$ cat src/rtl/ap_tile_sequencer_pkg.sv
// Shared definitions for the tile sequencer: state encoding and fixed constants.
package ap_tile_sequencer_pkg;

    // One-hot FSM encoding.
    typedef enum logic [5:0] {
        StIdle   = 6'b000001,
        StLaunch = 6'b000010,
        StWait   = 6'b000100,
        StGap    = 6'b001000,
        StDone   = 6'b010000,
        StHold   = 6'b100000
    } state_e;

    // The path needs at least two low cycles on its start to re-arm its edge detect.
    localparam int unsigned GapCyclesMin = 2;

    // Watchdog expiry value; sliced down to the configured counter width.
    localparam logic [63:0] WdogAllOnes = '1;

endpackage

$ cat src/rtl/ap_edge_det.sv
// Registered rising-edge detector with asynchronous active-low reset.
module ap_edge_det (
    input  logic clk,
    input  logic rst_n,
    input  logic din,
    output logic rise
);

    logic din_q;

    // Keep a delayed copy of the input and register the rise condition.
    always_ff @(posedge clk or negedge rst_n) begin
        if (!rst_n) begin
            din_q <= 1'b0;
            rise  <= 1'b0;
        end else begin
            din_q <= din;
            rise  <= din & ~din_q;
        end
    end

endmodule

$ cat src/rtl/ap_tile_sequencer.sv
// Sequences a job of tiles through the DDR->ibuf->DDR path, one level-start per tile,
// and reports a single done/ready pulse for the whole job plus a sticky timeout flag.
module ap_tile_sequencer
    import ap_tile_sequencer_pkg::*;
#(
    parameter int unsigned C_M_AXI_ADDR_WIDTH = 32,
    parameter int unsigned C_RAM_ADDR_WIDTH   = 10,
    parameter int unsigned C_TILE_CNT_WIDTH   = 16,
    parameter int unsigned C_GAP_CYCLES       = 2,
    parameter int unsigned C_TIMEOUT_WIDTH    = 20
) (
    input  logic                          I_clk,
    input  logic                          I_rst_n,
    input  logic                          I_ap_start,
    output logic                          O_ap_done,
    output logic                          O_ap_idle,
    output logic                          O_ap_ready,
    input  logic [C_M_AXI_ADDR_WIDTH-1:0] I_base_addr,
    input  logic [C_M_AXI_ADDR_WIDTH-1:0] I_stride,
    input  logic [C_RAM_ADDR_WIDTH-1:0]   I_len,
    input  logic [C_TILE_CNT_WIDTH-1:0]   I_tile_num,
    output logic                          O_job_start,
    output logic [C_M_AXI_ADDR_WIDTH-1:0] O_job_base_addr,
    output logic [C_RAM_ADDR_WIDTH-1:0]   O_job_len,
    input  logic                          I_job_done,
    output logic [C_TILE_CNT_WIDTH-1:0]   O_tile_idx,
    output logic                          O_timeout
);

    localparam int unsigned GapCycles =
        (C_GAP_CYCLES < GapCyclesMin) ? GapCyclesMin : C_GAP_CYCLES;
    localparam int unsigned GapW = $clog2(GapCycles);
    localparam logic [GapW-1:0] GapLast = GapW'(GapCycles - 1);
    localparam logic [C_TIMEOUT_WIDTH-1:0] WdogMax = WdogAllOnes[C_TIMEOUT_WIDTH-1:0];

    state_e                        state_q, state_d;
    logic                          start_rise;
    logic [C_M_AXI_ADDR_WIDTH-1:0] addr_q, addr_d;
    logic [C_M_AXI_ADDR_WIDTH-1:0] stride_q, stride_d;
    logic [C_RAM_ADDR_WIDTH-1:0]   len_q, len_d;
    logic [C_TILE_CNT_WIDTH-1:0]   num_q, num_d;
    logic [C_TILE_CNT_WIDTH-1:0]   idx_q, idx_d;
    logic [C_TIMEOUT_WIDTH-1:0]    wdog_q, wdog_d, wdog_inc;
    logic [GapW-1:0]               gap_q, gap_d;
    logic                          timeout_q, timeout_d;
    logic                          job_start_q, job_start_d;
    logic                          done_q, done_d;
    logic                          idle_q, idle_d;

    ap_edge_det u_start_edge (
        .clk   (I_clk),
        .rst_n (I_rst_n),
        .din   (I_ap_start),
        .rise  (start_rise)
    );

    assign wdog_inc = wdog_q + C_TIMEOUT_WIDTH'(1);

    // Next-state, counter and output decode.
    always_comb begin
        state_d   = state_q;
        addr_d    = addr_q;
        stride_d  = stride_q;
        len_d     = len_q;
        num_d     = num_q;
        idx_d     = idx_q;
        wdog_d    = wdog_q;
        gap_d     = gap_q;
        timeout_d = timeout_q;

        unique case (state_q)
            StIdle: begin
                if (start_rise) begin
                    addr_d    = I_base_addr;
                    stride_d  = I_stride;
                    len_d     = I_len;
                    num_d     = I_tile_num;
                    idx_d     = '0;
                    wdog_d    = '0;
                    timeout_d = 1'b0;
                    state_d   = (I_tile_num == '0) ? StDone : StLaunch;
                end
            end
            StLaunch: state_d = StWait;
            StWait: begin
                if (I_job_done) begin
                    gap_d   = '0;
                    state_d = (idx_q == num_q - C_TILE_CNT_WIDTH'(1)) ? StDone : StGap;
                end else begin
                    wdog_d = wdog_inc;
                    if (wdog_inc == WdogMax) begin
                        timeout_d = 1'b1;
                        state_d   = StDone;
                    end
                end
            end
            StGap: begin
                if (gap_q == GapLast) begin
                    addr_d  = addr_q + stride_q;
                    idx_d   = idx_q + C_TILE_CNT_WIDTH'(1);
                    wdog_d  = '0;
                    state_d = StLaunch;
                end else begin
                    gap_d = gap_q + GapW'(1);
                end
            end
            StDone: state_d = StHold;
            StHold: if (!I_ap_start) state_d = StIdle;
            default: state_d = StIdle;
        endcase

        // Dropping start mid-job abandons it without a done pulse.
        if (!I_ap_start && state_q != StIdle && state_q != StHold) begin
            state_d = StIdle;
        end

        job_start_d = (state_d == StLaunch) || (state_d == StWait);
        done_d      = (state_d == StDone);
        idle_d      = (state_d == StIdle);
    end

    // State, counters and registered outputs.
    always_ff @(posedge I_clk or negedge I_rst_n) begin
        if (!I_rst_n) begin
            state_q     <= StIdle;
            addr_q      <= '0;
            stride_q    <= '0;
            len_q       <= '0;
            num_q       <= '0;
            idx_q       <= '0;
            wdog_q      <= '0;
            gap_q       <= '0;
            timeout_q   <= 1'b0;
            job_start_q <= 1'b0;
            done_q      <= 1'b0;
            idle_q      <= 1'b1;
        end else begin
            state_q     <= state_d;
            addr_q      <= addr_d;
            stride_q    <= stride_d;
            len_q       <= len_d;
            num_q       <= num_d;
            idx_q       <= idx_d;
            wdog_q      <= wdog_d;
            gap_q       <= gap_d;
            timeout_q   <= timeout_d;
            job_start_q <= job_start_d;
            done_q      <= done_d;
            idle_q      <= idle_d;
        end
    end

    assign O_ap_done       = done_q;
    assign O_ap_ready      = done_q;
    assign O_ap_idle       = idle_q;
    assign O_job_start     = job_start_q;
    assign O_job_base_addr = addr_q;
    assign O_job_len       = len_q;
    assign O_tile_idx      = idx_q;
    assign O_timeout       = timeout_q;

endmodule

$ cat config.mk
export PLATFORM = sky130hd
export DESIGN_NAME = ap_tile_sequencer
export DESIGN_NICKNAME = d
export VERILOG_FILES = /design/src/rtl/ap_tile_sequencer_pkg.sv /design/src/rtl/ap_edge_det.sv /design/src/rtl/ap_tile_sequencer.sv
export SDC_FILE = /design/constraint.sdc
export NUM_CORES = 1
export LEC_CHECK = 0
export BUFFER_PORTS_ARGS = -buffer_cell sky130_fd_sc_hd__buf_2
export CORE_UTILIZATION = 39
export CTS_BUF_LIST = sky130_fd_sc_hd__clkbuf_8
export CTS_CLUSTER_SIZE = 12
export DETAILED_ROUTE_END_ITERATION = 12
export GPL_TIMING_DRIVEN = 0
export PLACE_DENSITY = 0.6
export SETUP_SLACK_MARGIN = 0.02
export SLEW_MARGIN = 20
export SYNTH_ARGS = -nofsm -noshare
export SYNTH_HDL_FRONTEND = slang
export SYNTH_SLANG_ARGS = --single-unit
$ cat constraint.sdc
create_clock -name I_clk -period 6 [get_ports I_clk]
set_clock_uncertainty 0.2 [all_clocks]
set_input_delay 0.3 -clock I_clk [delete_from_list [all_inputs] [get_ports I_clk]]
set_output_delay 0.3 -clock I_clk [all_outputs]
set_load 0.05 [all_outputs]
* Word level (Yosys, flattened, before mapping) *
Cells that the tools add are included.

operators by class
  add/sub/neg operators = 5
  eq/ne operators = 19
  muxes and demuxes = 26
  bitwise gates (word level) = 2
  reduce and logical (&&, ||, !) cells = 14

operators with widths
  cell                                                count
  2-to-1 mux 32 bit                                   2
  case mux 32 bit (2 select lines)                    1
  2-to-1 mux 20 bit                                   3
  case mux 20 bit (3 select lines)                    1
  2-to-1 mux 6 bit                                    6
  case mux 6 bit (6 select lines)                     1
  adder 32 bit                                        1
  2-to-1 mux 16 bit                                   2
  case mux 16 bit (2 select lines)                    1
  adder 20 x 1 -> 20 bit, second input constant       1
  == test 20 bit, second input constant               1
  adder 16 x 1 -> 16 bit, second input constant       1
  == test 16 bit                                      1
  logical NOT 16 bit                                  1
  subtractor 16 x 1 -> 16 bit, second input constant  1
  == test 6 x 1 -> 1 bit, second input constant       2
  == test 6 x 2 -> 1 bit, second input constant       2
  == test 6 x 3 -> 1 bit, second input constant       2
  == test 6 x 5 -> 1 bit, second input constant       2
  2-to-1 mux 5 bit                                    2
  inequality test 2 bit, second input constant        4
  AND reduction 4 bit                                 2
  == test 6 x 4 -> 1 bit, second input constant       1
  == test 6 bit, second input constant                1
  15 further kinds                                    24

storage, ports and cells
  flip-flop bits (word level) = 139
  word-level logic and storage cells = 80
  output and inout bits = 63
  input bits = 94

* Logic depth before layout (Yosys ltp) *
  word-level depth = 8
  depth in mapped cells = 12
  mapped depth without buffers = 12

* Hierarchy *
Synthesis repeated with hierarchy kept, for this count alone.

unflattened totals
  cell total of the unflattened synthesis = 993
  area total of the unflattened synthesis = 8,257.9 sq um

by module, submodules not included
  module             times used  cells each  seq. area each (sq um)  area an instance (sq um)
  ap_tile_sequencer  1           990         3,430.8                 8,194.1
  ap_edge_det        1           3           50.0                    63.8

* Worst setup path before layout *
No wires, ideal clock.

  kind = register to register
  start point = reg addr_q[0], in the netlist O_job_base_addr[0]
  end point = reg addr_q[28], in the netlist O_job_base_addr[28]
  library setup time = 0.100 ns
  arrival = 2.821 ns
  period minus slack after synthesis = 3.121 ns
  data required time = 5.700 ns
  buffers on the path = 0
  cell stages (with the launch flop) = 13
  path slack = 2.879 ns
  path through = dfrtp_1 -> ha_1 -> inv_1 -> fa_1 -> nor2b_1 -> o2111ai_1 -> a31oi_1 -> o2111ai_1 -> a21oi_1 -> a311o_1 -> o22a_1 -> nor4_1 -> nor4bb_1

between the ends
  longest elaborated chain between the ends = 3

RTL lines
  what                              line                      text
  from (decl)                       ap_tile_sequencer.sv:38   logic [C_M_AXI_ADDR_WIDTH-1:0] addr_q, addr_d;
  from (signal assigned)            ap_tile_sequencer.sv:139  addr_q <= addr_d;
  adder 32 bit                      ap_tile_sequencer.sv:99   addr_d = addr_q + stride_q;
  2-to-1 mux 32 bit                 ap_tile_sequencer.sv:98   if (gap_q == GapLast) begin
  case mux 32 bit (2 select lines)  ap_tile_sequencer.sv:71   unique case (state_q)

No other way between the ends. The select of a mux whose other input is x is not followed.
A chain may end at the register's enable or synchronous reset.

* Final worst setup path *
Ends and elaborated chain as after synthesis.

==> impl_results.md <==
* Status: finished clean
* Num rows at 53
* Max Root-Sink Buffers at 2
* CTS Hold Bufs at 88
* NetSw at 2500 µW
* Sequential share of power at 29.3%
* Post-synthesis sequential area ratio at 41.90%
* Vias at 8,058
* IO Count at 157
* Library cells used by synthesis at 79
* Crit path time final at 3.436 ns
* Clock latency at the later pin of the worst-skew pair at 0.45 ns
* Post-Route WL at 24.18 mm
* Required @ worst endpoint at 6.15 ns
* Clock transition at the registers of the reported paths at 0.08 ns
* R2R cell count at 12
* Max Slew Vio Count at 0
* WP data arrival at 3.59 ns
* Cts bufs inserted at 17
* Setup TNS at 0 ns
* Die area at 21,890 µm²
* Switch share at 48.15%
* Final hold violations at 0
* Number of max-cap violations at 0
* Mapped Cells at 1,002
* Syn Nets at 1,132
* Total power at 5193 µW
* Share of post-route cells with drive strength above 1 at 16.73%
* #FFs+latches synth at 139
* Pwr Density at 483.1 nW/µm²
* Residual DRC at 0
* Launch point of the worst hold path: I_base_addr[21]
* Nets at 1,396
* CORE AREA at 20,960 µm²
* Reg-to-Reg End: O_job_base_addr[28]$_DFFE_PN0P_
* GRT Util Overall at 22.67%
* Initial antenna violation count at 0
* Vias/cell at 5.185
* Clock sinks at 139
* Die width at 147.9 µm
* Clock network power share at 15.0%
* Detail Route Antenna Nets at 0
* Htree depth at 4
* Post-CTS Setup Bufs at 0
* Leak Pwr at 0.005158 µW
* Netlist Area Pre-Place at 8307 µm²
* RSZ-0062 raised after global routing: no
* Height of the die at 147.9 µm
* Post-synth EDFFs at 0
* Post-route clock period utilization at 57.27%
* Pin count of the biggest net entering global routing at 87
* Max Clock Freq at 291.0 MHz
* Peak supply drop at 291.1 µV
* Final Setup Violations at 0
* Pre-antenna DRT Iters at 5
* Area of the multi-input gates at 4562 µm²
* Number of port buffers at 156
* Crit. End Element: register
* Vias in the first global route at 7,692
* Initial Util at 39.64%
* Grt total ovfl at 0
* Area grow syn2layout at 29.39%
* Hold Path Depth at 3
* Number of inserted diodes at 0
* Worst Setup Path Type: reg2reg
* Layout fillers at 2,077
* Avg Inst Size Synth at 8.290 µm²
* Async SR Flop Fraction at 100.0%
* Worst reg2reg path startpoint: O_job_base_addr[0]$_DFFE_PN0P_
* Wirelength per Cell at 15.56 µm
* Ys flop type: dfrtp_1
* Hold WC Path Type: in2reg
* Reg area at 3481 µm²
* Yosys Warn Count at 0
* Cell internal pwr at 2693 µW
* Flop-to-flop setup slack at 2.56 ns
* CP max FO at 4
* Min-Delay Endpoint: O_job_base_addr[21]$_DFFE_PN0P_
* CTS resizes at 0
* CTS Root Cell: clkbuf_8
* Startpoint Class: register
* GP Congestion at 0.8830
* First-pass GRT wire length at 39.09 mm
* Comb power frac at 55.7%
* Worst-Margin Slew at 0.7498 ns
* CTS tree: yes
* Rel. slew slack at 50.02%
* DP HPWL at 17.20 mm
* 1st-iter DRT viols at 412
## Yosys cell counts (5+ instances only)
cell type	instances	area share, %
nand2_1	259	12
dfrtp_1	137	41
nor2_1	81	3.7
o21ai_0	75	4.5
a21oi_1	70	4.2
clkbuf_1	43	1.9
ha_1	35	5.3
xor2_1	35	3.7
nand3_1	28	1.7
xnor2_1	28	3.0
a31oi_1	16	1.2
nand4_1	15	1.1
a21o_1	14	1.3
inv_1	13	0.59
nor3_1	11	0.66
and3_1	8	0.60
nor4_1	7	0.53
nor2b_1	6	0.45
a211oi_1	5	0.45
nand2b_1	5	0.38
nand3b_1	5	0.45
o211ai_1	5	0.45
o21a_1	5	0.45
o31ai_1	5	0.45
## critical path, cell delays in order, from the launching register on
cell and delay [ns]:
dfrtp_1 0.41, ha_1 0.22, inv_1 0.07, fa_1 0.39
nor2b_1 0.19, o2111ai_1 0.17, a31oi_1 0.33, o2111ai_1 0.21
a21oi_1 0.38, a311o_1 0.28, o22a_1 0.17, nor4_1 0.05
nor4bb_1 0.28
## cell families (layout without fill, tap and decap cells)
logic type / count (synthesis) / count (layout) / share of synthesized area, %
simple gates: 461 / 461 / 25.09
compound gates: 235 / 235 / 17.17
flops: 139 / 139 / 41.90
buf+inv: 64 / 341 / 3.178
xor+xnor: 63 / 63 / 6.643
fa+ha+maj: 36 / 36 / 5.513
mux: 4 / 4 / 0.4971
## flip-flops by register name (all words and copies together) (netlist names)
name and count:
O_job_base_addr 32, stride_q 32, wdog_q 20, O_tile_idx 16
num_q 16, O_job_len 10, state_q 6, O_ap_done 1
O_ap_idle 1, O_job_start 1, O_timeout 1, gap_q 1
u_start_edge.din_q 1, u_start_edge.rise 1
## through the flow
stage / cell area (µm²) / instances / hold slack [ns] / setup slack [ns] / utilization, %
detailed placement: 9469 / 1434 / 0.05164 / 2.641 / 45.19
floorplan: 8307 / 1002 / -0.1956 / 2.879 / -
global route: 10750 / 1554 / 0.02103 / 2.272 / 51.29
global placement: 9432 / 1433 / 0.1743 / 2.325 / 45.01
CTS: 10750 / 1554 / 0.001196 / 2.603 / 51.29
finish: 10750 / 1554 / 0.02632 / 2.564 / 51.29
## how the worst max path moves through the flow
| stage | end | slack [ns] | startpoint |
|---|---|---|---|
| 6_report | O_job_base_addr[28]$_DFFE_PN0P_ | 2.56 | O_job_base_addr[0]$_DFFE_PN0P_ |
| 5_1_grt | O_job_base_addr[28]$_DFFE_PN0P_ | 2.27 | O_job_base_addr[0]$_DFFE_PN0P_ |
| 2_1_floorplan | O_job_base_addr[28]$_DFFE_PN0P_ | 2.88 | O_job_base_addr[0]$_DFFE_PN0P_ |
| 3_3_place_gp | stride_q[11]$_DFFE_PN0P_ | 2.33 | I_rst_n |
| 3_5_place_dp | O_job_base_addr[28]$_DFFE_PN0P_ | 2.64 | O_job_base_addr[0]$_DFFE_PN0P_ |
| 4_1_cts | O_job_base_addr[28]$_DFFE_PN0P_ | 2.60 | O_job_base_addr[0]$_DFFE_PN0P_ |
## routing by layer
| layer | vias to the layer above | wire length [µm] | global-route usage [%] |
|---|---|---|---|
| met5 | - | 0 | 0 |
| met1 | 3797 | 11440 | 30.75 |
| met2 | 199 | 11090 | 35.92 |
| met4 | 0 | 666 | 9.227 |
| li1 | 4019 | - | - |
| met3 | 43 | 980 | 3.796 |
## power groups by stage
| stage | logic [µW] | clock network (µW) | registers, µW |
|---|---|---|---|
| after floorplan | 1740 | 0 | 1960 |
| after global placement | 2790 | 0 | 1530 |
| after detailed placement | 2830 | 0 | 1530 |
| after CTS | 2890 | 797 | 1520 |
| after global routing | 3200 | 836 | 1560 |
| final | 2890 | 777 | 1520 |
## cell usage in the layout, fill, tap and decap left out, types with 6 or more instances in the layout
cell             n
clkbuf_8        20
nand2_1        259
and3_1           8
nor3_1          11
nor2_1          81
nand4_1         15
nor4_1           7
a21oi_1         70
a21o_1          14
buf_2          159
dfrtp_1        137
nor2b_1          6
xnor2_1         28
nand3_1         28
ha_1            35
xor2_1          35
a31oi_1         16
dlygate4sd3_1   88
o21ai_0         75
clkbuf_1        43
inv_1           14
## cell type report
cell class / instances / area share, %
inverter: 13 / 0.4540
clock inverter: 12 / 1.141
tap: 275 / 3.201
multi-input combinational: 799 / 42.44
clock buffer: 20 / 2.561
sequential: 139 / 32.39
timing repair buffer: 245 / 15.81
buffer: 51 / 2.002
No activity file was read; power rests on OpenSTA's default activity.
